$ cat config.mk
export PLATFORM = sky130hd
export DESIGN_NAME = shreg_arb_ctrl
export DESIGN_NICKNAME = d
export VERILOG_FILES = /design/src/rtl/shreg_arb_ctrl_pkg.sv /design/src/rtl/rr_arb2.sv /design/src/rtl/shreg_arb_ctrl.sv
export SDC_FILE = /design/constraint.sdc
export NUM_CORES = 1
export LEC_CHECK = 0
export CORE_ASPECT_RATIO = 1.75
export CORE_MARGIN = 2
export CORE_UTILIZATION = 43
export CTS_CLUSTER_SIZE = 16
export DETAILED_ROUTE_END_ITERATION = 7
export GPL_TIMING_DRIVEN = 1
export PLACE_DENSITY = 0.74
export SETUP_SLACK_MARGIN = 0.02
export SYNTH_ARGS = -nofsm -noshare
export SYNTH_HDL_FRONTEND = slang
export SYNTH_SLANG_ARGS = --single-unit
export TNS_END_PERCENT = 10
$ cat constraint.sdc
create_clock -name clk -period 1.8 [get_ports clk]
set_input_delay 0.36 -clock clk [delete_from_list [all_inputs] [get_ports clk]]
set_output_delay 0.36 -clock clk [all_outputs]
set_load 0.005 [all_outputs]
$ cat src/rtl/shreg_arb_ctrl_pkg.sv
// Shared definitions for the shift-register arbitration controller.
package shreg_arb_ctrl_pkg;

    // Controller state encoding
    typedef enum logic [1:0] {
        StIdle  = 2'd0,
        StLoad  = 2'd1,
        StShift = 2'd2,
        StDone  = 2'd3
    } state_e;

    localparam int unsigned ShiftLenDefault = 4;
    // Wide enough for any shift length up to 15
    localparam int unsigned CntW = 4;

endpackage

$ cat src/rtl/rr_arb2.sv
// Two-requester round-robin arbiter; 'last' is the index of the requester served last.
module rr_arb2 (
    input  logic [1:0] req,
    input  logic       last,
    output logic [1:0] gnt
);

    // Single requests win outright; on contention the one not served last wins
    always_comb begin
        gnt = 2'b00;
        unique case (req)
            2'b01:   gnt = 2'b01;
            2'b10:   gnt = 2'b10;
            2'b11:   gnt = last ? 2'b01 : 2'b10;
            default: gnt = 2'b00;
        endcase
    end

endmodule

$ cat src/rtl/shreg_arb_ctrl.sv
// Arbitrates two requesters onto one shift register: load, shift SHIFT_LEN times, ack.
module shreg_arb_ctrl
    import shreg_arb_ctrl_pkg::*;
#(
    parameter int unsigned SHIFT_LEN = ShiftLenDefault
) (
    input  logic       clk,
    input  logic       rst,
    input  logic [1:0] req,
    input  logic [3:0] data0,
    input  logic [3:0] data1,
    input  logic [1:0] mode,
    output logic [1:0] gnt,
    output logic [1:0] ack,
    output logic [3:0] pl_data,
    output logic       sl,
    output logic       op,
    output logic       frame,
    output logic       busy
);

    localparam logic [CntW-1:0] CntMax = CntW'(SHIFT_LEN - 1);

    state_e          state_q, state_d;
    logic [CntW-1:0] cnt_q, cnt_d;
    logic            last_q, last_d;
    logic            sel_q, sel_d;
    logic [3:0]      data_q, data_d;
    logic            mode_q, mode_d;
    logic [1:0]      arb_gnt;

    logic [1:0] gnt_q, gnt_d;
    logic [1:0] ack_q, ack_d;
    logic [3:0] pl_q, pl_d;
    logic       sl_q, sl_d;
    logic       op_q, op_d;
    logic       frame_q, frame_d;
    logic       busy_q, busy_d;

    rr_arb2 u_arb (
        .req  (req),
        .last (last_q),
        .gnt  (arb_gnt)
    );

    // State, counter, latched transfer and registered outputs
    always_ff @(posedge clk or posedge rst) begin
        if (rst) begin
            state_q <= StIdle;
            cnt_q   <= '0;
            last_q  <= 1'b1;
            sel_q   <= 1'b0;
            data_q  <= '0;
            mode_q  <= 1'b0;
            gnt_q   <= '0;
            ack_q   <= '0;
            pl_q    <= '0;
            sl_q    <= 1'b0;
            op_q    <= 1'b0;
            frame_q <= 1'b0;
            busy_q  <= 1'b0;
        end else begin
            state_q <= state_d;
            cnt_q   <= cnt_d;
            last_q  <= last_d;
            sel_q   <= sel_d;
            data_q  <= data_d;
            mode_q  <= mode_d;
            gnt_q   <= gnt_d;
            ack_q   <= ack_d;
            pl_q    <= pl_d;
            sl_q    <= sl_d;
            op_q    <= op_d;
            frame_q <= frame_d;
            busy_q  <= busy_d;
        end
    end

    // Next-state logic; inputs are only sampled in idle
    always_comb begin
        state_d = state_q;
        cnt_d   = cnt_q;
        last_d  = last_q;
        sel_d   = sel_q;
        data_d  = data_q;
        mode_d  = mode_q;
        unique case (state_q)
            StIdle: begin
                if (|req) begin
                    state_d = StLoad;
                    sel_d   = arb_gnt[1];
                    data_d  = arb_gnt[1] ? data1 : data0;
                    mode_d  = mode[arb_gnt[1]];
                end
            end
            StLoad: begin
                state_d = StShift;
                cnt_d   = '0;
            end
            StShift: begin
                if (cnt_q == CntMax) begin
                    state_d = StDone;
                    cnt_d   = '0;
                end else begin
                    cnt_d = cnt_q + 1'b1;
                end
            end
            StDone: begin
                state_d = StIdle;
                last_d  = sel_q;
            end
            default: state_d = StIdle;
        endcase
    end

    // Outputs decoded from the next state so the registered copies line up with state_q
    always_comb begin
        logic [1:0] sel_oh;
        sel_oh  = sel_d ? 2'b10 : 2'b01;
        busy_d  = (state_d != StIdle);
        gnt_d   = busy_d ? sel_oh : 2'b00;
        ack_d   = (state_d == StDone) ? sel_oh : 2'b00;
        pl_d    = busy_d ? data_d : 4'b0000;
        op_d    = busy_d & mode_d;
        sl_d    = (state_d == StLoad);
        frame_d = (state_d == StShift);
    end

    assign gnt     = gnt_q;
    assign ack     = ack_q;
    assign pl_data = pl_q;
    assign sl      = sl_q;
    assign op      = op_q;
    assign frame   = frame_q;
    assign busy    = busy_q;

endmodule

Word-level counts from Yosys, hierarchy flattened
Cells that the tools add are included.
- latch bits: 0
- register bits after elaboration: 25
- ROM bits: 0
- memories kept: 0
- RAM bits: 0
- output and inout bits: 12
- eq/ne operators: 10
- shift operators: 0
- reductions and logical operators: 4
- multiply operators: 0
- bitwise gates (word level): 1
- divide/modulo/power cells: 0
- add/sub/neg operators: 1
- order comparisons: 1
- mux-type cells: 20
- operator list (kind ; count):
    two-way mux 4 bit ; 5
    equality test 2 bit, second input constant ; 6
    two-way mux 2 bit ; 6
    one-hot mux 2 bit (4 select lines) ; 1
    one-hot mux 4 bit (2 select lines) ; 1
    equality test 2 x 1 -> 1 bit, second input constant ; 3
    two-way mux 1 bit ; 6
    one-hot mux 2 bit (3 select lines) ; 1
    adder 4 x 1 -> 4 bit, second input constant ; 1
    equality test 4 x 2 -> 1 bit, second input constant ; 1
    nonzero test 2 bit ; 2
    logical NOT 2 bit ; 1
    < comparator 1 x 2 -> 1 bit, second input constant ; 1
    OR reduction 2 bit ; 1
    AND 1 bit ; 1

Longest topological paths before layout
Gate-level depths: netlist of the first run.
- depth after elaboration: 7
- depth in mapped cells: 6

Modules after synthesis
Synthesis of the first run repeated with hierarchy kept, for this count alone.
- cells, all modules: 93
- area, all modules: 1091.0 sq um
- by module, submodules not included (module ; area each (sq um) ; cells each ; instances):
    shreg_arb_ctrl ; 1072.3 ; 90 ; 1
    rr_arb2 ; 18.8 ; 3 ; 1

Least setup slack after synthesis of the first run
OpenSTA, ideal clock, no wires.
- path kind: reg-to-reg
- start point: reg cnt_q[0]
- end point: reg frame_q, in the netlist frame
- path slack: 107 ps
- period minus slack after synthesis: 1693 ps
- data required time: 1680 ps
- data arrival time: 1573 ps
- library setup time: 120 ps
- stages on the path, launching flop included: 6
- cells stage by stage: dfrtp_1 ha_1 or3b_1 a221o_1 buf_6 and2_2
- word-level cells in the longest chain between the ends: 4
- RTL lines (item ; RTL line ; text):
    from (decl) ; shreg_arb_ctrl.sv:25 ; logic [CntW-1:0] cnt_q, cnt_d;
    from (signal assigned) ; shreg_arb_ctrl.sv:64 ; cnt_q <= cnt_d;
    equality test 4 x 2 -> 1 bit ; shreg_arb_ctrl.sv:101 ; if (cnt_q == CntMax) begin
    two-way mux 2 bit ; shreg_arb_ctrl.sv:101 ;
    one-hot mux 2 bit (4 select lines) ; shreg_arb_ctrl.sv:87 ; unique case (state_q)
    equality test 2 bit ; shreg_arb_ctrl.sv:126 ; frame_d = (state_d == StShift);
    net frame_d ; shreg_arb_ctrl.sv:37 ; logic frame_q, frame_d;
    to (signal assigned) ; shreg_arb_ctrl.sv:74 ; frame_q <= frame_d;
    to (decl) ; shreg_arb_ctrl.sv:37 ;
The timed path passes the listed nets, and every way through them passes these cells.
A chain may end at the register's enable or synchronous reset.

Worst setup path after layout of the first run
- start point: reg cnt_q[1]
- end point: reg pl_q[1], in the netlist pl_data[1]
- word-level cells in the longest chain between the ends: 5
- RTL lines (item ; RTL line ; text):
    equality test 4 x 2 -> 1 bit ; shreg_arb_ctrl.sv:101 ;
    two-way mux 2 bit ; shreg_arb_ctrl.sv:101 ;
    one-hot mux 2 bit (4 select lines) ; shreg_arb_ctrl.sv:87 ;
    nonzero test 2 bit ; shreg_arb_ctrl.sv:120 ; busy_d = (state_d != StIdle);
    two-way mux 4 bit ; shreg_arb_ctrl.sv:123 ; pl_d = busy_d ? data_d : 4'b0000;
    net pl_d[1] ; shreg_arb_ctrl.sv:34 ; logic [3:0] pl_q, pl_d;
    to (signal assigned) ; shreg_arb_ctrl.sv:71 ; pl_q <= pl_d;
    to (decl) ; shreg_arb_ctrl.sv:34 ;
The timed path passes the listed nets, and every way through them passes these cells.

==> insert_results.sql, run 1 <==
INSERT INTO impl_metrics (metric_group, metric, value, unit) VALUES
('setup_path', 'maximum_net_fanout_on_the_critical_path', '7', ''),
('power', 'power', '2.67', 'mW'),
('finish', 'fillers', '190', ''),
('yosys', 'ys_warn_count', '0', ''),
('floorplan', 'die_w', '41.7', 'um'),
('clock_network', 'worstSkewPairLatency', '0.27', 'ns'),
('yosys', 'synthCells', '91', ''),
('clock_network', 'tritoncts', 'done', ''),
('finish', 'postLayoutCoreUtil', '0.633', ''),
('power', 'cellInternalPower', '1.70', 'mW'),
('power', 'pwr-share-clk', '0.123', ''),
('finish', 'drive_above_1_share', '0.190', ''),
('outcome', 'run_status', 'complete, no violations', ''),
('clock_network', 'cts_htree_levels', '1', ''),
('clock_network', 'clock_sink_count', '25', ''),
('yosys', 'synth_cell_types', '29', ''),
('finish', 'final_area', '1480', 'um^2'),
('yosys', 'synth_enable_flop_cells', '0', ''),
('sta', 'timing.setup.tns', '0', 'ns'),
('drt', 'postRouteAntennaNets', '0', ''),
('drt', 'wire_per_inst', '15.6', 'um'),
('floorplan', 'initial_utilization', '0.459', ''),
('finish', 'multi_input_area', '424', 'um^2'),
('power', 'vdd_ir_drop_max', '901', 'uV'),
('clock_network', 'cts.clk_slew.worst_paths', '0.08', 'ns'),
('setup_path', 'critical_path.slowest_cell', 'sky130_fd_sc_hd__or3b_4', ''),
('setup_path', 'crit_path_end_kind', 'register', ''),
('drt', 'drt_drc_violations_left', '0', ''),
('power', 'cellLeakagePower', '0.646', 'nW'),
('sta', 'setup_repair_after_global_routing_missed_its_margin', 'true', ''),
('power', 'power_switching_share', '0.364', ''),
('yosys', 'synth_sequential_area_ratio', '0.586', ''),
('setup_path', 'cpPeakStageDelay', '0.39', 'ns'),
('placed_design', 'gp_congestion', '0.778', ''),
('finish', 'layout.area.seq', '627', 'um^2'),
('sta', 'timing.final.crit_share', '0.985', ''),
('clock_network', 'cts.root.buffer_cell', 'sky130_fd_sc_hd__clkbuf_8', ''),
('yosys', 'dominantRegCellSynth', 'sky130_fd_sc_hd__dfrtp_1', ''),
('sta', 'worst-slew-pin-transition', '0.389', 'ns'),
('sta', 'clock-skew-final', '0.00157', 'ns'),
('clock_network', 'cts_hold_buf', '0', ''),
('setup_path', 'cp_data_arrival_time', '1.96', 'ns'),
('finish', 'antenna-diode-count', '0', ''),
('sta', 'layout_min_cycle_time', '1.77', 'ns'),
('power', 'netSwitchingPower', '0.973', 'mW'),
('global_routing', 'antenna_violations_before_repair', '0', ''),
('setup_path', 'timing_worst_setup_path_type', 'reg2reg', ''),
('sta', 'max_freq', '0.564', 'GHz'),
('power', 'p_per_area', '1810', 'nW/um^2'),
('yosys', 'syn_area', '1070', 'um^2'),
('yosys', 'synth-async-reset-ratio', '1.00', ''),
('drt', 'routed-via-count', '849', ''),
('drt', 'totalWireLength', '2360', 'um'),
('finish', 'num-nets-final', '146', ''),
('placed_design', 'place_area', '1390', 'um^2'),
('floorplan', 'core_area', '2330', 'um^2'),
('sta', 'final-hold-violation-count', '0', ''),
('floorplan', 'io-pin-count', '26', ''),
('yosys', 'yosys_register_bits', '25', ''),
('drt', 'post_drt_via_cell_ratio', '5.62', ''),
('job', 'drv_cap', '0', ''),
('global_routing', 'first_global_vias', '877', ''),
('global_routing', 'grt-ovfl-total', '0', ''),
('global_routing', 'grt_max_degree', '26', ''),
('sta', 'maxSlewHeadroom', '0.740', ''),
('power', 'share_comb_of_total_power', '0.533', ''),
('yosys', 'mean_post_synth_cell_area', '11.8', 'um^2'),
('clock_network', 'cts_buffers', '3', ''),
('setup_path', 'worst-endpoint-required', '1.98', 'ns'),
('setup_path', 'start_kind', 'register', ''),
('global_routing', 'grt_usage', '0.169', ''),
('global_routing', 'grt_first_pass_wirelength', '3860', 'um'),
('drt', 'drtIter0Drc', '36', ''),
('placed_design', 'dp_hpwl', '1680', 'um'),
('drt', 'drt_pre_antenna_iters', '4', ''),
('worst_hold_path', 'hold_path_class', 'in2async', ''),
('placed_design', 'numPortBuffers', '25', ''),
('sta', 'final-max-slew-violation-count', '0', ''),
('sta', 'setup_viol', '0', ''),
('clock_network', 'clockBufferDepth', '2', ''),
('power', 'power.sequential.fraction', '0.344', ''),
('setup_path', 'cp_cell_sequence', 'ha_2 -> or3b_4 -> a221o_1 -> buf_6 -> a211oi_2', ''),
('finish', 'area_growth_syn_to_layout', '37.9', '%'),
('floorplan', 'die-area', '2920', 'um^2'),
('floorplan', 'row_count', '23', ''),
('yosys', 'syn_nets', '110', ''),
('floorplan', 'chipHeight', '70.0', 'um');
==> power groups by stage <==
stage | Clock (mW) | Combinational (mW) | Sequential [mW]
finish | 0.329 | 1.42 | 0.918
global route | 0.364 | 1.53 | 0.950
CTS | 0.343 | 1.30 | 0.922
detailed placement | 0 | 1.28 | 0.933
global placement | 0 | 1.24 | 0.919
floorplan | 0 | 0.744 | 0.928
==> metrics by stage <==
| stage | hold WS [ns] | worst slack (ns) | std cells |
|---|---|---|---|
| after floorplan | 0.387 | 0.107 | 91 |
| after global placement | 0.492 | 0.00866 | 146 |
| after detailed placement | 0.498 | 0.00720 | 146 |
| after CTS | 0.448 | 0.0247 | 150 |
| after global routing | 0.518 | -0.0139 | 151 |
| final | 0.441 | 0.0267 | 151 |
==> cells in the mapped netlist, types with 2 or more instances <==
master,n,area (um^2)
sky130_fd_sc_hd__and2_1,2,12.5
sky130_fd_sc_hd__a21oi_1,3,15.0
sky130_fd_sc_hd__nor2_1,8,30.0
sky130_fd_sc_hd__a211oi_2,2,25.0
sky130_fd_sc_hd__nor3_1,8,40.0
sky130_fd_sc_hd__ha_1,5,62.6
sky130_fd_sc_hd__inv_1,8,30.0
sky130_fd_sc_hd__dfrtp_1,24,601
sky130_fd_sc_hd__mux2i_1,2,20.0
sky130_fd_sc_hd__nand2_1,4,15.0
sky130_fd_sc_hd__a211oi_1,3,22.5
sky130_fd_sc_hd__o32ai_1,5,43.8
==> state kept, by name (all words and copies together), names as in the netlist <==
register / cells
sel_q: 1
cnt_q: 4
mode_q: 1
last_q: 1
gnt: 2
data_q: 4
busy: 1
op: 1
sl: 1
frame: 1
state_q: 2
ack: 2
pl_data: 4
==> path summary, 6_finish.rpt <==
kind	to	slack [ns]	depth (start not counted)	startpoint
setup / recovery	pl_data[1]	0.03	5	cnt_q[1]
hold / removal	busy	0.44	3	rst
setup reg to reg	pl_data[1]	0.03	5	cnt_q[1]
hold reg to reg	cnt_q[3]	0.52	1	cnt_q[3]
max in group asynchronous	last_q	1.06	3	rst
min in group clk	cnt_q[3]	0.52	1	cnt_q[3]
==> what timing repair did <==
action | in CTS | in global routing
resized for setup | 1 | 8
pin swaps | 0 | 6
setup endpoints to repair | 1 | 7
buffers inserted | 0 | 1
gates cloned | 0 | 0
==> layout by cell type, fill, tap and decap left out, types with 2 or more instances in the layout <==
cell                              instances
sky130_fd_sc_hd__a211oi_2                 5
sky130_fd_sc_hd__a21oi_1                  3
sky130_fd_sc_hd__and2_1                   2
sky130_fd_sc_hd__buf_4                    6
sky130_fd_sc_hd__buf_6                    2
sky130_fd_sc_hd__clkbuf_8                 3
sky130_fd_sc_hd__clkdlybuf4s50_1         25
sky130_fd_sc_hd__dfrtp_1                 24
sky130_fd_sc_hd__ha_1                     4
sky130_fd_sc_hd__inv_1                    8
sky130_fd_sc_hd__mux2i_1                  2
sky130_fd_sc_hd__nand2_1                  4
sky130_fd_sc_hd__nor2_1                   8
sky130_fd_sc_hd__nor3_1                   7
sky130_fd_sc_hd__o32ai_1                  5
==> cells by family (layout without fill, tap and decap cells) <==
logic type                 after synthesis  in the layout  share of synthesized area
and+or+nand+nor                         28             28                      0.131
adders and majority gates                5              5                     0.0585
buffers and inverters                   10             45                     0.0421
DFF                                     25             25                      0.586
muxes                                    3              3                     0.0292
AOI/OAI and AO/OA                       20             20                      0.153
==> worst max-delay path: cells and delay by family (launching register included) <==
kind                       cells  cell delay, ns
buffers and inverters          1            0.15
and+or+nand+nor                1            0.39
adders and majority gates      1            0.18
DFF                            1            0.36
AOI/OAI and AO/OA              2            0.60
==> layout make-up <==
cell class / count / share of cell area
flip-flops and latches: 25 / 0.425
multi-input cells: 56 / 0.288
repair buffers: 33 / 0.215
clock buffers: 4 / 0.0305
well taps: 25 / 0.0212
inverters: 8 / 0.0204
==> routing by layer <==
layer / vias up / global-route usage / share of wire / routed length [um]
li1: 393 / - / - / -
met3: 9 / 0.0413 / 0.042 / 100
met2: 33 / 0.285 / 0.54 / 1270
met5: - / 0 / 0 / 0
met1: 414 / 0.187 / 0.39 / 920
met4: 0 / 0.100 / 0.028 / 66
No activity file was read; power rests on OpenSTA's default activity.
==> inputs of run 2 (changes only) <==
Settings changed: CTS_CLUSTER_SIZE 16 to default.
==> results of run 2 <==
The final DEF is identical to that of run 1; final timing and power are the same.
